$ cat src/rtl/bf_pkg.sv
// Shared state encoding, widths and helpers for the Bellman-Ford sequencer.
package bf_pkg;

  typedef enum logic [2:0] {
    ST_IDLE,
    ST_CLEAR,
    ST_LOAD,
    ST_RUN,
    ST_FIN,
    ST_ERR
  } bfState_t;

  localparam int ITER_W       = 11;
  localparam int CLEAR_CYCLES = 2;

  // Iteration counter sticks at all-ones instead of wrapping back to zero.
  function automatic logic [ITER_W-1:0] satInc(input logic [ITER_W-1:0] value);
    return (&value) ? value : value + ITER_W'(1);
  endfunction

endpackage

$ cat src/rtl/bf_watchdog.sv
// Loadable down-counter with an expiry flag; guards the RUN phase against a stalled datapath.
module bf_watchdog #(
  parameter int WIDTH = 13
) (
  input  logic             i_clk,
  input  logic             i_rst_global,
  input  logic             i_load,
  input  logic [WIDTH-1:0] i_load_value,
  input  logic             i_enable,
  output logic             o_expired
);

  logic [WIDTH-1:0] r_count;

  always_ff @(posedge i_clk or negedge i_rst_global) begin
    if (!i_rst_global) begin
      r_count <= '0;
    end else if (i_load) begin
      r_count <= i_load_value;
    end else if (i_enable && (r_count != '0)) begin
      r_count <= r_count - WIDTH'(1);
    end
  end

  assign o_expired = (r_count == '0);

endmodule

$ cat src/rtl/bf_sequencer.sv
// Bellman-Ford control sequencer: clear, load, iterate and finish the datapath, with a RUN watchdog.
// Define BF_EARLY_EXIT_EN to finish as soon as an iteration changes no distance.
module bf_sequencer
  import bf_pkg::*;
#(
  parameter int NODES       = 16,
  parameter int LOAD_CYCLES = 16,
  parameter int TIMEOUT     = 4096
) (
  input  logic              i_clk,
  input  logic              i_rst_global,
  input  logic              i_start,
  input  logic              i_abort,
  input  logic              i_dist_changed,
  input  logic              i_dp_rollover,
  input  logic              i_dp_pre_rollover,
  input  logic              i_dp_finish,
  output logic              o_write_enable,
  output logic              o_read_enable,
  output logic              o_iteration_done,
  output logic              o_dp_rst,
  output logic              o_busy,
  output logic              o_done,
  output logic              o_timeout_err,
  output logic [ITER_W-1:0] o_iter_count
);

  localparam int PH_MAX = (LOAD_CYCLES > CLEAR_CYCLES) ? LOAD_CYCLES : CLEAR_CYCLES;
  localparam int PH_W   = $clog2(PH_MAX + 1);
  localparam int WD_W   = $clog2(TIMEOUT + 1);
  localparam logic [ITER_W-1:0] LAST_ARM_ITER = ITER_W'(NODES - 2);

  bfState_t          r_state;
  bfState_t          w_nextState;
  logic [PH_W-1:0]   r_phaseCnt;
  logic [ITER_W-1:0] r_iterCount;
  logic              r_iterDone;
  logic              r_abortClr;
  logic              r_timeoutErr;
  logic              r_lastArmed;
  logic              w_wdExpired;
  logic              w_abortTaken;
  logic              w_startTaken;
  logic              w_runRoll;
  logic              w_lastRoll;
  logic              w_converged;

  assign w_abortTaken = i_abort && (r_state != ST_IDLE);
  assign w_startTaken = i_start && ((r_state == ST_IDLE) || (r_state == ST_ERR));
  assign w_runRoll    = (r_state == ST_RUN) && i_dp_rollover;
  // The pre-rollover hint arms the final exit a cycle early; the compare covers a missing hint.
  assign w_lastRoll   = w_runRoll && (r_lastArmed || (r_iterCount == LAST_ARM_ITER));

`ifdef BF_EARLY_EXIT_EN
  logic r_changed;

  always_ff @(posedge i_clk or negedge i_rst_global) begin
    if (!i_rst_global) begin
      r_changed <= 1'b0;
    end else if ((r_state != ST_RUN) || i_dp_rollover) begin
      r_changed <= 1'b0;
    end else if (i_dist_changed) begin
      r_changed <= 1'b1;
    end
  end

  assign w_converged = w_runRoll && !(r_changed || i_dist_changed) && (r_iterCount != '0);
`else
  logic w_unusedDist;

  assign w_unusedDist = i_dist_changed;
  assign w_converged  = 1'b0;
`endif

  always_ff @(posedge i_clk or negedge i_rst_global) begin
    if (!i_rst_global) begin
      r_state <= ST_IDLE;
    end else begin
      r_state <= w_nextState;
    end
  end

  // Abort outranks every other event; a rollover reloads the watchdog so it cannot expire alongside one.
  always_comb begin
    w_nextState = r_state;
    if (w_abortTaken) begin
      w_nextState = ST_IDLE;
    end else begin
      case (r_state)
        ST_IDLE:  if (i_start) w_nextState = ST_CLEAR;
        ST_CLEAR: if (r_phaseCnt == PH_W'(CLEAR_CYCLES - 1)) w_nextState = ST_LOAD;
        ST_LOAD:  if (r_phaseCnt == PH_W'(LOAD_CYCLES - 1)) w_nextState = ST_RUN;
        ST_RUN: begin
          if (w_lastRoll || w_converged || i_dp_finish) begin
            w_nextState = ST_FIN;
          end else if (w_wdExpired && !i_dp_rollover) begin
            w_nextState = ST_ERR;
          end
        end
        ST_FIN:   w_nextState = ST_IDLE;
        ST_ERR:   if (i_start) w_nextState = ST_CLEAR;
        default:  w_nextState = ST_IDLE;
      endcase
    end
  end

  always_ff @(posedge i_clk or negedge i_rst_global) begin
    if (!i_rst_global) begin
      r_phaseCnt <= '0;
    end else if (w_nextState != r_state) begin
      r_phaseCnt <= '0;
    end else if ((r_state == ST_CLEAR) || (r_state == ST_LOAD)) begin
      r_phaseCnt <= r_phaseCnt + PH_W'(1);
    end
  end

  always_ff @(posedge i_clk or negedge i_rst_global) begin
    if (!i_rst_global) begin
      r_iterCount  <= '0;
      r_iterDone   <= 1'b0;
      r_abortClr   <= 1'b0;
      r_timeoutErr <= 1'b0;
      r_lastArmed  <= 1'b0;
    end else begin
      r_iterDone <= w_runRoll && !w_abortTaken;
      r_abortClr <= w_abortTaken;
      if (w_startTaken) begin
        r_iterCount  <= '0;
        r_timeoutErr <= 1'b0;
      end else if (w_runRoll && !w_abortTaken) begin
        r_iterCount <= satInc(r_iterCount);
      end
      if ((r_state == ST_RUN) && (w_nextState == ST_ERR)) begin
        r_timeoutErr <= 1'b1;
      end
      if ((r_state != ST_RUN) || i_dp_rollover) begin
        r_lastArmed <= 1'b0;
      end else if (i_dp_pre_rollover && (r_iterCount == LAST_ARM_ITER)) begin
        r_lastArmed <= 1'b1;
      end
    end
  end

  bf_watchdog #(
    .WIDTH(WD_W)
  ) u_watchdog (
    .i_clk        (i_clk),
    .i_rst_global (i_rst_global),
    .i_load       ((r_state != ST_RUN) || i_dp_rollover),
    .i_load_value (WD_W'(TIMEOUT - 1)),
    .i_enable     (r_state == ST_RUN),
    .o_expired    (w_wdExpired)
  );

  assign o_write_enable   = (r_state == ST_LOAD);
  assign o_read_enable    = (r_state == ST_RUN);
  assign o_iteration_done = r_iterDone;
  assign o_dp_rst         = (r_state == ST_CLEAR) || r_abortClr;
  assign o_busy           = (r_state == ST_CLEAR) || (r_state == ST_LOAD) || (r_state == ST_RUN);
  assign o_done           = (r_state == ST_FIN);
  assign o_timeout_err    = r_timeoutErr;
  assign o_iter_count     = r_iterCount;

endmodule
$ cat config.mk
export PLATFORM = sky130hd
export DESIGN_NAME = bf_sequencer
export DESIGN_NICKNAME = d
export VERILOG_FILES = /design/src/rtl/bf_pkg.sv /design/src/rtl/bf_watchdog.sv /design/src/rtl/bf_sequencer.sv
export SDC_FILE = /design/constraint.sdc
export NUM_CORES = 1
export LEC_CHECK = 0
export CAP_MARGIN = 20
export CORE_ASPECT_RATIO = 1.75
export CORE_UTILIZATION = 60
export CTS_CLUSTER_SIZE = 28
export DETAILED_ROUTE_END_ITERATION = 12
export PLACE_DENSITY = 0.93
export SLEW_MARGIN = 20
export SYNTH_ARGS = -nofsm -noshare
export SYNTH_HDL_FRONTEND = slang
export SYNTH_SLANG_ARGS = --single-unit
$ cat constraint.sdc
create_clock -name i_clk -period 3.33 [get_ports i_clk]
set_input_delay 0.999 -clock i_clk [delete_from_list [all_inputs] [get_ports i_clk]]
set_output_delay 0.999 -clock i_clk [all_outputs]
set_load 0.02 [all_outputs]
# Word level (Yosys, flattened, before mapping)
# Cells that the tools add are included.
[op_classes] add_sub_neg=3 n_eq_ne=12 n_mux=18 reduce_logical=30
[op_table] operator="$mux W11" count=3
[op_table] operator="$mux W13" count=2
[op_table] operator="$mux W3" count=6
[op_table] operator="$logic_not A13 Y1" count=1
[op_table] operator="$reduce_bool A13 Y1" count=1
[op_table] operator="$sub A13 B1 Y13 const B" count=1
[op_table] operator="$pmux W3 S4" count=1
[op_table] operator="$add A11 B1 Y11 const B" count=1
[op_table] operator="$eq A11 B4 Y1 const B" count=1
[op_table] operator="$reduce_and A11 Y1" count=1
[op_table] operator="$mux W5" count=2
[op_table] operator="$reduce_bool A2 Y1" count=5
[op_table] operator="$eq A3 B3 Y1 const B" count=3
[op_table] operator="$logic_and A1 B1 Y1" count=9
[op_table] operator="$logic_or A1 B1 Y1" count=7
[op_table] operator="$eq A3 B2 Y1 const B" count=2
[op_table] operator="$add A5 B1 Y5 const B" count=1
[op_table] operator="$eq A5 B1 Y1 const B" count=1
[op_table] operator="$eq A5 B4 Y1 const B" count=1
[op_table] operator="$mux W1" count=4
[op_table] operator="$eq A3 B1 Y1 const B" count=1
[op_table] operator="$logic_not A3 Y1" count=1
[op_table] operator="$ne A3 B2 Y1 const B" count=1
[op_table] operator="$ne A3 B3 Y1" count=1
[op_table] operator="5 further kinds" count=6
[word_totals] register_bits=36 input_bits=8 output_inout_bits=18 wordCells=71

# Longest topological paths before layout
# Gate-level depths: netlist of the first run.
[depth] ltp_word=10 mapped_depth=8 mapped_depth_nobuf=8

# Hierarchy
# From an unflattened synthesis of the first run, not the netlist that was laid out.
[hier_totals] cells_unflattened=256 area_unflattened_um2=2326.0
[modules_own_cells] mod="bf_sequencer" n_inst=1 cells_per_inst=153 area_per_inst_um2=1427.6 seq_area_each_um2=575.6
[modules_own_cells] mod="bf_watchdog" n_inst=1 cells_per_inst=103 area_per_inst_um2=898.4 seq_area_each_um2=325.3

# Worst setup path after synthesis of the first run
# Ideal clock, no wire load.
[synth_timing] kind="reg2out" start="reg r_state[1]" end="out o_write_enable" arrival_time_ps=1366 required_time_ps=2331 slack_ps=965 stages_incl_launch_ff=4 n_path_buf=2 path_cell_list="dfrtp_1 > clkbuf_1 > clkbuf_1 > nor3b_1"
[synth_between] elab_chain_cells=1
[synth_lines] element="start: declaration" line_no="bf_sequencer.sv:33" rtl="bfState_t r_state;"
[synth_lines] element="start signal: assignment" line_no="bf_sequencer.sv:79" rtl="r_state <= w_nextState;"
[synth_lines] element="$eq A3 B2 Y1" line_no="bf_sequencer.sv:155" rtl="assign o_write_enable = (r_state == ST_LOAD);"
[synth_lines] element="end: declaration" line_no="bf_sequencer.sv:18" rtl="output logic o_write_enable,"
# Every way passes these cells.

# Worst setup path in the final report of the first run
[layout_timing] start="reg r_state[1]" end="out o_dp_rst"
[layout_between] elab_chain_cells=2
[layout_lines] element="$eq A3 B1 Y1" line_no="bf_sequencer.sv:158" rtl="assign o_dp_rst = (r_state == ST_CLEAR) || r_abortClr;"
[layout_lines] element="$logic_or A1 B1 Y1" line_no="bf_sequencer.sv:158"
[layout_lines] element="end: declaration" line_no="bf_sequencer.sv:21" rtl="output logic o_dp_rst,"
# Every way passes these cells.

==> impl_metrics.tcl, run 1 <==
set metrics [dict create \
    vdd_drop_max_mv 0.361 \
    end_kind "primary output" \
    grt_start_max_net_pins 37 \
    yosysTopAreaCell "dfrtp_1" \
    first_pass_iters 4 \
    hold_viol 0 \
    hpwl_mm 3.17 \
    synthArstFlopShare_pct 100 \
    startpoint "r_state[1]$_DFF_PN0_" \
    synth.distinct_cells 55 \
    dp_slack_ps 353 \
    netlist_instances 238 \
    r2r_slack_ps 800 \
    fin_ws_ps 377 \
    final.min_clock_period_ps 2950 \
    initial_utilization_pct 63.3 \
    finalPower_mw 1.19 \
    yosysSeqAreaShare_pct 41.4 \
    drc 0 \
    wl_per_cell_um 14.5 \
    cts_max_path_buffers 2 \
    synth_top_cells_by_count "36 x dfrtp_1, 28 x nor2_1, 20 x nand2_1, 14 x xor2_1, 10 x a21oi_1" \
    clock_skew_ps 5.66 \
    core_mm2 0.00343 \
    status "finished clean" \
    cts_setup_buffers 0 \
    setup.worst_path.end "o_dp_rst" \
    ys_top_cells_by_area "dfrtp_1 41%, xor2_1 5.6%, nor2_1 4.8%" \
    pwr-share-comb_pct 29.1 \
    max_slew_margin_pct 51.3 \
    start_kind "flop" \
    synth_fp_nets 253 \
    nFillCells 262 \
    n_antenna_cell 0 \
    via_per_inst 5.93 \
    die_area_mm2 0.00388 \
    synth_warnings 0 \
    num-nets-final 276 \
    tns_ps 0 \
    netlist_area_mm2 0.00217 \
    gp_congestion 0.844 \
    cts_buffers 5 \
    drt-total-wl_mm 4.47 \
    powerDensity_mw_per_mm2 470 \
    final_layout_size_suffix_gt1_share_pct 8.40 \
    finalSetupViolCount 0 \
    swShare_pct 33.4 \
    rows 28 \
    rsz0062_at_grt "no" \
    drv_slew 0 \
    avgSynthCellArea_um2 9.14 \
    clock.fmax_mhz 339 \
    critPathRequiredTime_ps 2330 \
    cts_tree "yes" \
    min_period_over_period_pct 88.7 \
    path_class "reg -> out" \
    syn2layout_area_growth_pct 16.3 \
    die_h_um 81.6 \
    grt_pass1_wl_mm 6.91 \
    rr_startpoint "o_iter_count[0]$_DFFE_PN0P_" \
    clock_tree.root_cell "clkbuf_8" \
    hold-worst-slack_ps 515 \
    grt-ovfl-total 0 \
    seq_power_share_pct 44.5 \
    worstSkewPairLatency_ps 290 \
    vias 1819 \
    cellLeakagePower_nw 0.989 \
    crit_arrival_ps 1950 \
    htreeDepth 2 \
    synth.most_common_cell "dfrtp_1" \
    tightest_slew_ps 722 \
    rr_endpoint "r_phaseCnt[4]$_DFFE_PN0P_" \
    final_antenna_net_count 0 \
    drt_iter0_drc 36 \
    antenna_found_initial 0 \
    maxCapViolations 0 \
    fp.dieW_um 47.5 \
    p_int_mw 0.792 \
    dpl_cell_area_mm2 0.00244 \
    numPortBuffers 24 \
    num_io_pins 26 \
    synth-edff-count 0 \
    ctsResizeCount 0 \
    grt_usage_pct 25.2 \
    hold_class "reg -> reg" \
    synthFlopType "dfrtp_1" \
    critPathMaxFanout 19 \
    power_frac_clock_pct 26.4 \
    cts_sinks 36 \
    worstHoldStart "u_watchdog.r_count[10]$_DFFE_PN0P_" \
    yosys_register_bits 36 \
    netlist.area_leader.share_pct 41.4 \
    clk_pin_slew_ps 70 \
    grt_pass1_vias 1633 \
    reg2reg_depth 7 \
    p_sw_mw 0.397 \
    final_area_mm2 0.00253 \
    cts_hold_buf 0 \
]
-- cells by family after synthesis --
family | count (synthesis) | synth area share [%]
simple gates | 117 | 30.3
compound gates | 38 | 12.1
flops | 36 | 41.4
xor+xnor | 20 | 8.06
buf+inv | 19 | 3.68
fa+ha+maj | 7 | 4.03
mux | 1 | 0.460
-- cell usage in the layout, fill, tap and decap left out, types with 6 or more instances in the layout --
| cell | count |
|---|---|
| clkdlybuf4s50_1 | 24 |
| nand3_1 | 7 |
| nand2_1 | 20 |
| nor2_1 | 28 |
| nor4_1 | 6 |
| inv_1 | 9 |
| xnor2_1 | 6 |
| clkbuf_8 | 6 |
| a21oi_1 | 10 |
| xor2_1 | 14 |
| nor3_1 | 8 |
| nand4_1 | 6 |
| and2_1 | 7 |
| dfrtp_1 | 36 |
| ha_1 | 7 |
-- worst min path at each step --
stage	end	slack [ps]	cells after the start
floorplan	u_watchdog.r_count[10]$_DFFE_PN0P_	480	2
global placement	u_watchdog.r_count[10]$_DFFE_PN0P_	500	2
detailed placement	u_watchdog.r_count[10]$_DFFE_PN0P_	500	2
CTS	u_watchdog.r_count[10]$_DFFE_PN0P_	520	2
global route	u_watchdog.r_count[10]$_DFFE_PN0P_	540	2
finish	u_watchdog.r_count[10]$_DFFE_PN0P_	520	2
-- critical path: stages (launching register included) --
cell and delay (ps):
dfrtp_1 560, nand2b_1 320, o21bai_1 170, clkdlybuf4s50_1 610
-- power by group through the flow --
stage                     sequential (mW)  combinational, mW  clock (mW)
after floorplan                     0.507              0.261           0
after global placement              0.534              0.340           0
after detailed placement            0.536              0.348           0
after CTS                           0.528              0.350       0.319
after global routing                0.536              0.386       0.335
final                               0.530              0.346       0.314
-- state kept, by name, summed over array words and instances (netlist names) --
signal,cells
o_iteration_done,1
o_iter_count,11
r_state,3
r_abortClr,1
o_timeout_err,1
u_watchdog.r_count,13
r_phaseCnt,5
r_lastArmed,1
-- final cells by class --
class	instances	area (um^2)	share of cell area [%]
inverters	9	33.8	1.34
flip-flops and latches	36	901	35.6
well taps	45	56.3	2.23
clock buffers	8	90.1	3.56
multi-input cells	183	1190	47.2
repair buffers	26	255	10.1
-- layer usage --
layer  up-vias  routed length (um)  track usage (%)
met1       888                1880             27.8
li1        896                   -                -
met4         0                  76             12.9
met5         -                   0                0
met3         6                 124             4.40
met2        29                2380             43.6
-- stage by stage --
step / utilization (%) / cells
4_1_cts: 73.7 / 307
6_report: 73.7 / 307
2_1_floorplan: - / 238
3_5_place_dp: 71.1 / 299
5_1_grt: 73.7 / 307
3_3_place_gp: 71.1 / 299
Power figures use the tool's default switching activity.
==> inputs of run 2 (changes only) <==
Settings changed: CAP_MARGIN 20 to 10, GPL_ROUTABILITY_DRIVEN from default to 1.
==> results of run 2 <==
The final DEF is identical to that of run 1; final timing and power are the same.
==> inputs of run 3 (changes only) <==
Settings changed: CTS_CLUSTER_DIAMETER from default to 150, PLACE_DENSITY 0.93 to 0.86.
==> run 3 against run 2 <==
Count of clock-buffer cells in the layout decreased by 1. Via count increased by 0.33%. Total power increased by 1.9%. Sequential share of layout area decreased by 0.19 points. First-iteration DRC count decreased by 2.8%. Non-clock buffer count increased by 1. Final area increased by 0.54%. Sequential power about the same. Clock power increased by 6.4%. Critical path depth unchanged.
==> impl_metrics.tcl, run 3 (synthesized netlist as in run 1, its figures left out) <==
set metrics [dict create \
    core_mm2 0.00343 \
    gp_congestion 0.844 \
    htreeDepth 2 \
    rows 28 \
    finalPower_mw 1.21 \
    wl_per_cell_um 15.1 \
    syn2layout_area_growth_pct 17.0 \
    die_area_mm2 0.00388 \
    grt_pass1_wl_mm 7.55 \
    cts_sinks 36 \
    grt_pass1_vias 1776 \
    maxCapViolations 0 \
    tightest_slew_ps 756 \
    grt_start_max_net_pins 37 \
    clock_skew_ps 7.06 \
    tns_ps 0 \
    critPathMaxFanout 19 \
    power_frac_clock_pct 27.6 \
    largest_register_ffs 13 \
    final_common_cell "dfrtp_1" \
    crit_arrival_ps 1960 \
    rsz0062_at_grt "no" \
    drc 0 \
    cts_tree "yes" \
    first_pass_iters 4 \
    antenna_found_initial 0 \
    ctsResizeCount 0 \
    cts_buffers 5 \
    max_slew_margin_pct 48.9 \
    vias 1825 \
    drv_slew 0 \
    final_area_mm2 0.00254 \
    swShare_pct 33.3 \
    layout_common_cells "36 x dfrtp_1, 28 x nor2_1, 24 x clkdlybuf4s50_1" \
    cts_max_path_buffers 2 \
    via_per_inst 5.94 \
    n_antenna_cell 0 \
    final_layout_size_suffix_gt1_share_pct 9.16 \
    final.min_clock_period_ps 2960 \
    path_class "reg -> out" \
    cellLeakagePower_nw 0.998 \
    nFillCells 282 \
    seq_power_share_pct 43.7 \
    hold_class "reg -> reg" \
    p_sw_mw 0.404 \
    hpwl_mm 3.25 \
    worstSkewPairLatency_ps 290 \
    num-nets-final 277 \
    start_kind "flop" \
    cts_hold_buf 0 \
    drt_iter0_drc 35 \
    min_period_over_period_pct 88.9 \
    clk_pin_slew_ps 60 \
    critPathRequiredTime_ps 2330 \
    finalSetupViolCount 0 \
    clock.fmax_mhz 338 \
    top_register "u_watchdog.r_count" \
    numPortBuffers 24 \
    clock_tree.root_cell "clkbuf_8" \
    fp.dieW_um 47.5 \
    final_antenna_net_count 0 \
    cts_setup_buffers 0 \
    num_io_pins 26 \
    die_h_um 81.6 \
    pwr-share-comb_pct 28.7 \
    grt-ovfl-total 0 \
    grt_usage_pct 27.1 \
    status "finished clean" \
    dpl_cell_area_mm2 0.00245 \
    drt-total-wl_mm 4.65 \
    hold_viol 0 \
    initial_utilization_pct 63.3 \
    vdd_drop_max_mv 0.417 \
    powerDensity_mw_per_mm2 476 \
    p_int_mw 0.808 \
    end_kind "primary output" \
]
run 3: cell count changes in the layout (fill, tap and decap cells not counted):
| cell | before | now |
|---|---|---|
| clkbuf_1 | 2 | 0 |
| clkbuf_8 | 6 | 7 |
| buf_4 | 2 | 3 |
run 3: power by group through the flow:
stage               Sequential (mW)  Clock (mW)  Combinational (mW)
floorplan                     0.507           0               0.261
global placement              0.534           0               0.340
detailed placement            0.536           0               0.351
CTS                           0.527       0.337               0.352
global route                  0.534       0.354               0.388
finish                        0.529       0.334               0.348
run 3: worst max-delay path, cell delays in order (launching register included):
cell             delay, ps
dfrtp_1                570
nand2b_1               320
o21bai_1               170
clkdlybuf4s50_1        620
run 3: stage by stage:
| stage | worst slack [ps] | std cells | utilization (%) | hold WS [ps] |
|---|---|---|---|---|
| after floorplan | 965 | 238 | - | 480 |
| after global placement | 389 | 300 | 71.3 | 496 |
| after detailed placement | 353 | 300 | 71.3 | 503 |
| after CTS | 383 | 307 | 74.1 | 518 |
| after global routing | 270 | 307 | 74.1 | 528 |
| final | 369 | 307 | 74.1 | 520 |
run 3: area by class of cell:
cell class	instances	area, um^2	area share [%]
Clock buffer	7	96.3	3.79
Inverter	9	33.8	1.33
Multi-Input combinational cell	183	1190	46.9
Sequential cell	36	901	35.4
Tap cell	45	56.3	2.21
Timing Repair Buffer	27	263	10.3
run 3: per-layer routing:
metal | vias to the layer above | wire [um] | global-route usage (%)
li1 | 895 | - | -
met1 | 875 | 1880 | 30.7
met2 | 43 | 2480 | 46.3
met3 | 12 | 182 | 5.49
met4 | 0 | 112 | 12.9
met5 | - | 0 | 0
run 3: worst paths after layout:
| path | start | endpoint | slack (ps) | cells after the start |
|---|---|---|---|---|
| max | r_state[1]$_DFF_PN0_ | o_dp_rst | 370 | 3 |
| min | u_watchdog.r_count[10]$_DFFE_PN0P_ | u_watchdog.r_count[10]$_DFFE_PN0P_ | 520 | 2 |
| max reg2reg | o_iter_count[0]$_DFFE_PN0P_ | r_phaseCnt[4]$_DFFE_PN0P_ | 760 | 7 |
| min reg2reg | u_watchdog.r_count[10]$_DFFE_PN0P_ | u_watchdog.r_count[10]$_DFFE_PN0P_ | 520 | 2 |
| max in group asynchronous | i_rst_global | r_abortClr$_DFF_PN0_ | 1870 | 2 |
| min in group asynchronous | i_rst_global | r_phaseCnt[3]$_DFFE_PN0P_ | 1120 | 2 |
